<file path="config.mk">
export PLATFORM = sky130hd
export DESIGN_NAME = wdata_downsize_seq_flat
export DESIGN_NICKNAME = d
export VERILOG_FILES = /design/src/rtl/wdata_downsize_seq_if.sv /design/src/rtl/wdata_downsize_seq.sv /design/src/flat_wrapper.sv
export SDC_FILE = /design/constraint.sdc
export NUM_CORES = 1
export LEC_CHECK = 0
export ABC_CLOCK_PERIOD_IN_PS = 4200
export BUFFER_PORTS_ARGS = -buffer_cell sky130_fd_sc_hd__buf_2
export CORE_ASPECT_RATIO = 2
export CORE_MARGIN = 4
export CORE_UTILIZATION = 42
export DETAILED_ROUTE_END_ITERATION = 7
export PLACE_DENSITY = 0.7
export SYNTH_ARGS = -nofsm -noshare
export SYNTH_HDL_FRONTEND = slang
export SYNTH_HIERARCHICAL = 1
export SYNTH_SLANG_ARGS = --single-unit
</file>
<file path="constraint.sdc">
create_clock -name ACLK -period 4.2 [get_ports ACLK]
set_input_delay 0.42 -clock ACLK [delete_from_list [all_inputs] [get_ports ACLK]]
set_output_delay 0.42 -clock ACLK [all_outputs]
set_load 0.02 [all_outputs]
</file>
<file path="src/rtl/wdata_downsize_seq_if.sv">
// Write-data channel bundle for the W-channel downsizer: wide slave-side beat in, narrow beat out.
// When WDS_BEAT_COUNT_EN is defined the bundle also carries m_beat_cnt.
interface wdata_downsize_seq_if #(
    parameter int DATA_WIDTH_IN  = 64,
    parameter int DATA_WIDTH_OUT = 32
);
    localparam int LW = (DATA_WIDTH_IN / DATA_WIDTH_OUT > 1) ? $clog2(DATA_WIDTH_IN / DATA_WIDTH_OUT) : 1;

    logic                        s_wvalid;
    logic                        s_wready;
    logic [DATA_WIDTH_IN-1:0]    s_wdata;
    logic [DATA_WIDTH_IN/8-1:0]  s_wstrb;
    logic                        s_wlast;
    logic [LW-1:0]               s_first_lane;
    logic [LW-1:0]               s_last_lane;
    logic                        m_wvalid;
    logic                        m_wready;
    logic [DATA_WIDTH_OUT-1:0]   m_wdata;
    logic [DATA_WIDTH_OUT/8-1:0] m_wstrb;
    logic [DATA_WIDTH_OUT-1:0]   m_wmask;
    logic                        m_wlast;
    logic                        busy;
`ifdef WDS_BEAT_COUNT_EN
    logic [7:0]                  m_beat_cnt;
`endif

    // Seen from the downsizer: consumes the wide beat, produces the narrow beats.
    modport slave (
        input  s_wvalid, s_wdata, s_wstrb, s_wlast, s_first_lane, s_last_lane, m_wready,
        output s_wready, m_wvalid, m_wdata, m_wstrb, m_wmask, m_wlast, busy
`ifdef WDS_BEAT_COUNT_EN
        , output m_beat_cnt
`endif
    );

    modport master (
        output s_wvalid, s_wdata, s_wstrb, s_wlast, s_first_lane, s_last_lane, m_wready,
        input  s_wready, m_wvalid, m_wdata, m_wstrb, m_wmask, m_wlast, busy
`ifdef WDS_BEAT_COUNT_EN
        , input m_beat_cnt
`endif
    );
endinterface

</file>
<file path="src/rtl/wdata_downsize_seq.sv">
// Splits one held wide AXI4 W beat into a run of narrow beats, lane first..last, with byte mask.
// Optional WDS_BEAT_COUNT_EN adds a saturating per-burst narrow handshake counter (m_beat_cnt).
module wds_byte_mask (
    input  logic       strb,
    output logic [7:0] mask
);
    assign mask = {8{strb}};
endmodule

module wdata_downsize_seq #(
    parameter int DATA_WIDTH_IN  = 64,
    parameter int DATA_WIDTH_OUT = 32
) (
    input  logic                  ACLK,
    input  logic                  ARESET,
    wdata_downsize_seq_if.slave   bus
);
    localparam int RATIO  = DATA_WIDTH_IN / DATA_WIDTH_OUT;
    localparam int LW     = (RATIO > 1) ? $clog2(RATIO) : 1;
    localparam int SW_IN  = DATA_WIDTH_IN / 8;
    localparam int SW_OUT = DATA_WIDTH_OUT / 8;

    typedef enum logic {IDLE, SEND} state_t;

    state_t                   state_q, state_d;
    logic [DATA_WIDTH_IN-1:0] data_q, data_d;
    logic [SW_IN-1:0]         strb_q, strb_d;
    logic                     last_q, last_d;
    logic [LW-1:0]            lane_q, lane_d;
    logic [LW-1:0]            last_lane_q, last_lane_d;

    logic [DATA_WIDTH_OUT-1:0] sel_data;
    logic [SW_OUT-1:0]         sel_strb;
    logic [SW_OUT-1:0][7:0]    sel_mask;
    logic                      final_lane;
    logic                      m_hs;
    logic                      s_rdy;
    logic [LW-1:0]             first_m, last_m;

    function automatic logic [LW-1:0] lane_mod(input logic [LW-1:0] l);
        int unsigned v;
        v = 32'(l) % RATIO;
        return v[LW-1:0];
    endfunction

    assign first_m    = lane_mod(bus.s_first_lane);
    assign last_m     = lane_mod(bus.s_last_lane);
    assign final_lane = (lane_q == last_lane_q);
    assign m_hs       = (state_q == SEND) && bus.m_wready;
    // The final-lane handshake frees the holding regs, so the next wide beat can load in the same cycle.
    assign s_rdy      = (state_q == IDLE) || (m_hs && final_lane);

    always_comb begin
        state_d     = state_q;
        data_d      = data_q;
        strb_d      = strb_q;
        last_d      = last_q;
        lane_d      = lane_q;
        last_lane_d = last_lane_q;
        if (m_hs && !final_lane) begin
            lane_d = lane_q + LW'(1);
        end else if (s_rdy && bus.s_wvalid) begin
            state_d     = SEND;
            data_d      = bus.s_wdata;
            strb_d      = bus.s_wstrb;
            last_d      = bus.s_wlast;
            lane_d      = first_m;
            // A reversed lane range collapses to a single beat on the first lane.
            last_lane_d = (first_m > last_m) ? first_m : last_m;
        end else if (m_hs) begin
            state_d = IDLE;
        end
    end

    always_ff @(posedge ACLK or posedge ARESET) begin
        if (ARESET) begin
            state_q     <= IDLE;
            data_q      <= '0;
            strb_q      <= '0;
            last_q      <= 1'b0;
            lane_q      <= '0;
            last_lane_q <= '0;
        end else begin
            state_q     <= state_d;
            data_q      <= data_d;
            strb_q      <= strb_d;
            last_q      <= last_d;
            lane_q      <= lane_d;
            last_lane_q <= last_lane_d;
        end
    end

    always_comb begin
        sel_data = '0;
        sel_strb = '0;
        for (int i = 0; i < RATIO; i++) begin
            if (lane_q == LW'(i)) begin
                sel_data = data_q[i*DATA_WIDTH_OUT +: DATA_WIDTH_OUT];
                sel_strb = strb_q[i*SW_OUT +: SW_OUT];
            end
        end
    end

    for (genvar b = 0; b < SW_OUT; b++) begin : g_mask
        wds_byte_mask u_mask (
            .strb (sel_strb[b]),
            .mask (sel_mask[b])
        );
    end

    assign bus.s_wready = s_rdy;
    assign bus.m_wvalid = (state_q == SEND);
    assign bus.m_wdata  = sel_data;
    assign bus.m_wstrb  = sel_strb;
    assign bus.m_wmask  = sel_mask;
    assign bus.m_wlast  = (state_q == SEND) && last_q && final_lane;
    assign bus.busy     = (state_q == SEND);

`ifdef WDS_BEAT_COUNT_EN
    logic [7:0] cnt_q, cnt_d;

    always_comb begin
        cnt_d = cnt_q;
        if (m_hs) begin
            if (bus.m_wlast)          cnt_d = 8'd0;
            else if (cnt_q != 8'hFF)  cnt_d = cnt_q + 8'd1;
        end
    end

    always_ff @(posedge ACLK or posedge ARESET) begin
        if (ARESET) cnt_q <= 8'd0;
        else        cnt_q <= cnt_d;
    end

    assign bus.m_beat_cnt = cnt_q;
`endif
endmodule
</file>
<file path="src/flat_wrapper.sv">
// flat-port wrapper written by rule: the top's interface ports become plain ports
module wdata_downsize_seq_flat 
#(
    parameter int DATA_WIDTH_IN  = 64,
    parameter int DATA_WIDTH_OUT = 32
)
  (ACLK, ARESET, bus_s_wvalid, bus_s_wdata, bus_s_wstrb, bus_s_wlast, bus_s_first_lane, bus_s_last_lane, bus_m_wready, bus_s_wready, bus_m_wvalid, bus_m_wdata, bus_m_wstrb, bus_m_wmask, bus_m_wlast, bus_busy);
  wdata_downsize_seq_if #(.DATA_WIDTH_IN(DATA_WIDTH_IN), .DATA_WIDTH_OUT(DATA_WIDTH_OUT)) bus_i ();
  input  logic ACLK;
  input  logic ARESET;
  input wire logic [$bits(bus_i.s_wvalid)-1:0] bus_s_wvalid;
  input wire logic [$bits(bus_i.s_wdata)-1:0] bus_s_wdata;
  input wire logic [$bits(bus_i.s_wstrb)-1:0] bus_s_wstrb;
  input wire logic [$bits(bus_i.s_wlast)-1:0] bus_s_wlast;
  input wire logic [$bits(bus_i.s_first_lane)-1:0] bus_s_first_lane;
  input wire logic [$bits(bus_i.s_last_lane)-1:0] bus_s_last_lane;
  input wire logic [$bits(bus_i.m_wready)-1:0] bus_m_wready;
  output wire logic [$bits(bus_i.s_wready)-1:0] bus_s_wready;
  output wire logic [$bits(bus_i.m_wvalid)-1:0] bus_m_wvalid;
  output wire logic [$bits(bus_i.m_wdata)-1:0] bus_m_wdata;
  output wire logic [$bits(bus_i.m_wstrb)-1:0] bus_m_wstrb;
  output wire logic [$bits(bus_i.m_wmask)-1:0] bus_m_wmask;
  output wire logic [$bits(bus_i.m_wlast)-1:0] bus_m_wlast;
  output wire logic [$bits(bus_i.busy)-1:0] bus_busy;
  assign bus_i.s_wvalid = bus_s_wvalid;
  assign bus_i.s_wdata = bus_s_wdata;
  assign bus_i.s_wstrb = bus_s_wstrb;
  assign bus_i.s_wlast = bus_s_wlast;
  assign bus_i.s_first_lane = bus_s_first_lane;
  assign bus_i.s_last_lane = bus_s_last_lane;
  assign bus_i.m_wready = bus_m_wready;
  assign bus_s_wready = bus_i.s_wready;
  assign bus_m_wvalid = bus_i.m_wvalid;
  assign bus_m_wdata = bus_i.m_wdata;
  assign bus_m_wstrb = bus_i.m_wstrb;
  assign bus_m_wmask = bus_i.m_wmask;
  assign bus_m_wlast = bus_i.m_wlast;
  assign bus_busy = bus_i.busy;
  wdata_downsize_seq #(.DATA_WIDTH_IN(DATA_WIDTH_IN), .DATA_WIDTH_OUT(DATA_WIDTH_OUT)) u_core (.ACLK(ACLK), .ARESET(ARESET), .bus(bus_i));
endmodule
</file>
==> results of run 1 <==
## cells in the final DEF, fill, tap and decap left out, drive strengths merged, types with 2 or more instances in the layout
cell and instances:
nor2 2, clkinvlp 2, dfrtp 76, buf 154
o21ai 3, nand2 3, bufinv 2, mux2 109
clkinv 2, a21boi 2, nand2b 3, clkbuf 11
## power by group
| group | switching [mW] | internal, mW |
|---|---|---|
| Clock | 0.290 | 0.553 |
| Combinational | 1.33 | 1.08 |
| Sequential | 0.180 | 1.11 |
## cells in the mapped netlist (2+ instances only)
master    number  area share [%]
o21ai_0        2            0.27
inv_1          2            0.20
buf_4         34             7.0
mux2_4         7             2.9
nand2b_1       3            0.51
nand2_1        3            0.31
a21boi_0       2            0.41
clkbuf_8       7             2.6
clkbuf_1       4            0.41
mux2_2       102              31
nor2_1         2            0.20
dfrtp_1       76              52
## area by class of cell
type                       instances  share of cell area, %
clock buffer                      11                   5.54
clock inverter                     5                   1.84
inverter                           2                  0.192
multi-input combinational        130                   30.5
sequential                        76                   41.7
tap                              100                   2.74
timing repair buffer             154                   17.4
## flip-flops by register name, indices dropped and copies added (netlist names)
| signal | count |
|---|---|
| u_core/last_q | 1 |
| u_core/last_lane_q | 1 |
| u_core/bus.busy | 1 |
| u_core/data_q | 64 |
| u_core/lane_q | 1 |
| u_core/strb_q | 8 |
## cells by family after synthesis
group	count (synthesis)	synth area share, %
mux	109	34.2
flops	76	51.8
xor+xnor	1	0.239
compound gates	10	2.15
buf+inv	47	10.2
simple gates	10	1.40
## metrics by stage
| stage | power [mW] | worst slack, ns | instances | utilization [%] | area [um2] |
|---|---|---|---|---|---|
| 6_report | 4.55 | 1.92 | 478 | 53.1 | 4560 |
| 5_1_grt | 4.83 | 1.82 | 478 | 53.1 | 4560 |
| 4_1_cts | 4.62 | 1.92 | 478 | 53.1 | 4560 |
| 3_5_place_dp | 3.76 | 1.93 | 462 | 49.2 | 4220 |
| 3_3_place_gp | 3.70 | 1.99 | 462 | 49.2 | 4220 |
| 2_1_floorplan | 3.39 | 1.84 | 253 | - | 3670 |
## routing by layer
layer / up-vias / global-route usage, % / part of all wire [%]
li1: 1087 / - / -
met1: 1160 / 16.3 / 35
met2: 94 / 27.0 / 55
met3: 12 / 3.02 / 6.7
met4: 0 / 6.78 / 2.4
met5: - / 0 / 0
## worst min path at each step
stage | start | end | slack (ns) | cells past startpoint
finish | ARESET | u_core/data_q[36] | 0.23 | 2
global route | ARESET | u_core/data_q[2] | 0.30 | 2
CTS | ARESET | u_core/data_q[34] | 0.25 | 2
detailed placement | u_core/data_q[47] | u_core/data_q[47] | 0.49 | 1
global placement | u_core/data_q[63] | u_core/data_q[63] | 0.48 | 1
floorplan | u_core/data_q[39] | u_core/data_q[39] | 0.47 | 1
==> impl_results.md, run 1 <==
- Status: complete, no violations
- Synth Net Count: 332
- Max VDD drop: between 0.4 and 0.5 mV
- Setup CP Type: reg2reg
- Leak Pwr: between 2 and 2.5 nW
- Die footprint: 10400 um2
- Largest net degree at the start of global routing: 49
- CP delay by family, top: compound AO/OA/AOI/OAI gates
- Multi-input logic area: 1390 um2
- Cts repair resizes: 0
- Synth async-reset ratio: 100%
- DR pass1 iterations: 5
- GRT overflow: 0
- Die outline height: 140 um
- CP startpoint: u_core/last_lane_q
- Critical Path Stages: 4
- Max Slew Vio Count: 0
- CP Cell Sequence: xor2_1 -> o21ai_4 -> buf_4 -> mux2_2
- DRC Markers: 0
- Netlist cell types: 21
- Worst stage delay on the critical path: 0.75 ns
- Number of global-route vias before repair: 2467
- Initial antenna violation count: 0
- Pwr dens: 997 nW/um2
- Mean post-synth cell area: about 15 um2
- Sequential fraction of the synthesis area: 51.8%
- Initial DRC Count: 91
- Core footprint: 8590 um2
- Num rows: 48
- Dominant synthesized flop cell: dfrtp_1
- Slowest CP cell: o21ai_4
- Post-synth EDFFs: 0
- CP bufs+invs: 1
- Fin Setup TNS: 0 ns
- Critical path arrival: 2.48 ns
- Clock Path Buffers: 2
- Max-cap violations: 0
- Worst R2R Start: u_core/last_lane_q
- End of the critical path: u_core/data_q[60]
- Startpoint Class: flip-flop
- CTS tree: done
- Max Clock Freq: 438 MHz
- DP HPWL: 5610 um
- Setup crit end kind: flip-flop
- CTS Hold Bufs: 0
- Reg2reg path depth: 4
- CTS Buf Count: 9
- CP max FO: 25
- Area growth syn-to-layout: 24.3%
- Gp weighted congestion: about 0.75
- Post-CTS Setup Repair Bufs: 0
- Clock Latency Late Sink: 0.33 ns
- Final Skew: roughly 0.0037 ns
- Final setup vio count: 0
- Slew HR: about two fifths
- Root buffer cell: clkbuf_16
- Crit path time final: between 2 and 2.5 ns
- Fillers: 759
- Synth Cell Area: 3670 um2
- R2r setup slk: between 1.5 and 2 ns
- Reg2reg end: u_core/data_q[60]
- Vias/cell: roughly 4.9
- Wire per inst: 15.8 um
- # diodes: 0
- Total wire length: 7550 um
- H-tree Lvls: 3
- Clk slew on worst S/H paths: 0.06 ns
- Synthesized instance count: 253
- Global-route wire length before repair: 11700 um
- CP required: approximately 4.4 ns
- RSZ-0062 raised after global routing: no
- Starting Density: 42.7%
- Hold slack: roughly 0.23 ns
- Layout cell share with drive strength beyond 1: 75.1%
- Register area: 1900 um2
- Synth Warn #: 6
- CTS sink count: 76
- Count of state elements after synthesis: 76
- Period utilization: 54.3%
- Worst Max-Slew Pin Slew: 0.894 ns
- Port bufs: 150
- DR vias: 2353
- Nets: between 400 and 500
- Total Routing Usage GR: 15.0%
- Hold Crit Class: in2async
- Top-level I/O count: approximately 150
- Hold Vio Cnt, Final: 0
- Die Width: 74.1 um
- Post-route ant nets: 0
Power figures use the tool's default switching activity.
==> run 2, diff against run 1 <==
- ABC_AREA: not set -> 1
- ABC_CLOCK_PERIOD_IN_PS: 4200 -> 1900
- PLACE_DENSITY: 0.7 -> 0.73
- clock period: 4.2 -> 1.9 ns (I/O delays scaled with it)
==> run 2 against run 1 <==
Net effect:
- routed wire length rose by 36%
- power rose by 110%
- sequential cell count is the same
- largest power group unchanged
- final area up 2.4%
- critical endpoint is now bus_s_wready
- critical path type is now reg2out
- global-route usage up 4.9 points
==> impl_results.md, run 2 <==
- Met2 WL: 5830 um (was 4190 um)
- Fillers: 852 (was 759)
- Hold Vio Cnt, Final: 0 (unchanged)
- Count leader, synth: nand2_1 (was mux2_2)
- Top-level I/O count: 151 (unchanged)
- Most flops, register: u_core/data_q (unchanged)
- Starting Density: 43.3% (was 42.7%)
- Fin Setup TNS: 0 ns (unchanged)
- Setup CP Type: reg2out (was reg2reg)
- DR vias: 3485 (was 2353)
- Sequential fraction of the synthesis area: 50.8% (was 51.8%)
- Die outline height: 142 um (was 140 um)
- Vias/cell: 4.96 (was 4.92)
- Post-CTS Setup Repair Bufs: 0 (unchanged)
- Die footprint: 10600 um2 (was 10400 um2)
- Clock Latency Late Sink: 0.33 ns (about the same)
- Num rows: 48 (unchanged)
- CTS Buf Count: 9 (unchanged)
- CP required: 1.71 ns (was 4.40 ns)
- Commonest cells in the netlist: nand2_1 (264), dfrtp_1 (76), nand3_1 (76) (was mux2_2 (102), dfrtp_1 (76), buf_4 (34))
- Met3 Wirelength: 674 um (was 504 um)
- Slew HR: 47.6% (was 40.2%)
- Clk slew on worst S/H paths: 0.05 ns (was 0.06 ns)
- Synth async-reset ratio: 100% (unchanged)
- Clock Path Buffers: 2 (unchanged)
- Port bufs: 150 (unchanged)
- Max-cap violations: 0 (unchanged)
- Mean post-synth cell area: 7.63 um2 (was 14.5 um2)
- Post-route ant nets: 0 (unchanged)
- CP delay by family, top: buffers and inverters (was compound AO/OA/AOI/OAI gates)
- Global-route wire length before repair: 16100 um (was 11700 um)
- H-tree Lvls: 3 (unchanged)
- Setup crit end kind: primary output (was flip-flop)
- Commonest non-fill, non-tap cell in the layout: nand2_1 (was buf_2)
- Area growth syn-to-layout: 24.7% (was 24.3%)
- Synthesized instance count: 491 (was 253)
- Worst stage delay on the critical path: 0.39 ns (was 0.75 ns)
- Slowest CP cell: dfrtp_1 (was o21ai_4)
- Root buffer cell: clkbuf_16 (unchanged)
- Worst R2R Start: u_core/lane_q (was u_core/last_lane_q)
- Largest cells by area after synthesis: dfrtp_1 (51%), nand2_1 (26%), nand3_1 (10%), buf_4 (7.8%), buf_2 (1.3%) (was dfrtp_1 (52%), mux2_2 (31%), buf_4 (7.0%), mux2_4 (2.9%), clkbuf_8 (2.6%))
- Post-synth EDFFs: 0 (unchanged)
- CP Cell Sequence: inv_2 -> nand2_1 -> nand3_1 -> nand2_2 -> buf_12 -> buf_2 (was xor2_1 -> o21ai_4 -> buf_4 -> mux2_2)
- Max reg flops: 64 (unchanged)
- CTS tree: done (unchanged)
- Count of state elements after synthesis: 76 (unchanged)
- CP bufs+invs: 3 (was 1)
- Hold slack: 0.0885 ns (was 0.232 ns)
- Pwr dens: 2080 nW/um2 (was 997 nW/um2)
- Synth Warn #: 6 (unchanged)
- Max Clock Freq: 574 MHz
- Largest regs: u_core/data_q x64, u_core/strb_q x8 (unchanged)
- Gp weighted congestion: 0.786 (was 0.750)
- Total Routing Usage GR: 19.9% (was 15.0%)
- Worst Max-Slew Pin Slew: 0.786 ns (was 0.894 ns)
- CP max FO: 38 (was 25)
- Status: complete, no violations (unchanged)
- Final setup vio count: 0 (unchanged)
- CP startpoint: u_core/lane_q (was u_core/last_lane_q)
- Synth Cell Area: 3740 um2 (was 3670 um2)
- DRC Markers: 0 (unchanged)
- M1 WL: 3620 um (was 2680 um)
- Layout cell share with drive strength beyond 1: 29.9% (was 75.1%)
- Highest-count cells in the layout ignoring fill and taps: nand2_1 (264), buf_2 (150), nand3_1 (76), dfrtp_1 (76), clkbuf_16 (10) (was buf_2 (150), mux2_2 (102), dfrtp_1 (75), clkbuf_16 (9), mux2_4 (7))
- DR pass1 iterations: 4 (was 5)
- Wire per inst: 14.6 um (was 15.8 um)
- DP HPWL: 7090 um (was 5610 um)
- CTS sink count: 76 (unchanged)
- Top sig layer: met4 (unchanged)
- Initial antenna violation count: 0 (unchanged)
- Max VDD drop: 0.852 mV (was 0.489 mV)
- Number of global-route vias before repair: 3385 (was 2467)
- Total wire length: 10300 um (was 7550 um)
- Dominant synthesized flop cell: dfrtp_1 (unchanged)
- RSZ-0062 raised after global routing: no (unchanged)
- Nets: 677 (was 452)
- Hold path start: bus_s_wdata[48]
- GRT overflow: 0 (unchanged)
- Largest net degree at the start of global routing: 77 (was 49)
- Max Slew Vio Count: 0 (unchanged)
- Netlist cell types: 14 (was 21)
- Crit path time final: 1.74 ns
- Die Width: 74.8 um (was 74.1 um)
- Period utilization: 91.8%
- Critical path arrival: 1.55 ns (was 2.48 ns)
- Synth Net Count: 570 (was 332)
- Post-synth top area share: 50.8% (was 51.8%)
- Core footprint: 8650 um2 (was 8590 um2)
- Initial DRC Count: 160 (was 91)
- Final Skew: 0.00196 ns (was 0.00371 ns)
- Hold Crit Class: in2reg (was in2async)
- # diodes: 0 (unchanged)
- Leak Pwr: 2.79 nW (was 2.17 nW)
- Synth area leader: dfrtp_1 (unchanged)
- Startpoint Class: flip-flop (unchanged)
-- run 2: changes by cell type in the layout (fill, tap and decap cells not counted), sizes merged, moves of 2 or more --
| cell | previous run | this run |
|---|---|---|
| a21boi | 2 | 0 |
| buf | 154 | 159 |
| clkbuf | 11 | 14 |
| inv | 1 | 3 |
| mux2 | 109 | 0 |
| nand2 | 3 | 266 |
| nand2b | 3 | 0 |
| nand3 | 0 | 76 |
| o21ai | 3 | 1 |
-- run 2: repair_timing --
item | in CTS | in global routing
gates resized for setup | 0 | 2
endpoints found under the hold margin | 14 | 0
endpoints found under the setup margin | 0 | 37
hold buffers | 1 | 0
-- run 2: power by group --
part	total, mW	internal, mW	switching (mW)	leakage (nW)
registers	2.84	2.40	0.443	0.934
logic	5.09	1.60	3.49	1.70
clock network	1.77	1.16	0.616	0.158
-- run 2: path summary, 6_finish.rpt --
| kind | endpoint | slack [ns] | cells after the start |
|---|---|---|---|
| max | bus_s_wready | 0.16 | 6 |
| min | u_core/data_q[48] | 0.09 | 3 |
| max reg2reg | u_core/data_q[1] | 0.21 | 8 |
| min reg2reg | u_core/data_q[10] | 0.47 | 2 |
| max in group asynchronous | u_core/data_q[32] | 0.90 | 4 |
| min in group asynchronous | u_core/data_q[50] | 0.40 | 3 |
-- run 2: cell families after synthesis --
family                 count (synthesis)  share of synthesized area, %
AO/OA/AOI/OAI                          1                         0.134
buffers and inverters                 69                          11.8
flip-flops                            76                          50.8
AND/OR/NAND/NOR                      345                          37.3
-- run 2: worst reg2reg max path: stages (launching register included) --
cell and delay [ns]:
dfrtp_1 0.41, inv_2 0.09, nand2_1 0.07, nand3_1 0.10, nand2_2 0.12, nand2_2 0.32
buf_4 0.35, nand2_1 0.10, nand2_1 0.07
-- run 2: final cells by class --
class	count	area, um2	share of cell area (%)
repair buffers	161	898	19.2
well taps	100	125	2.68
clock inverters	3	42.5	0.911
flip-flops and latches	76	1900	40.7
multi-input cells	346	1400	30.0
clock buffers	13	280	6.00
inverters	4	18.8	0.402
-- run 2: per-stage QoR --
stage	std cells	worst slack [ns]	power [mW]	area, um2	utilization [%]
detailed placement	685	0.309	7.89	4300	49.8
global placement	685	0.388	7.76	4300	49.8
CTS	702	0.0238	9.70	4640	53.6
finish	703	0.157	9.71	4670	54.0
global route	703	0.00435	10.5	4670	54.0
floorplan	491	0.261	6.90	3750	-
-- run 2: per-layer routing --
layer  up-vias  GRT usage [%]
met5         -              0
met4         0           7.41
met2       127           34.8
met1      1637           22.7
met3        12           4.82
li1       1709              -
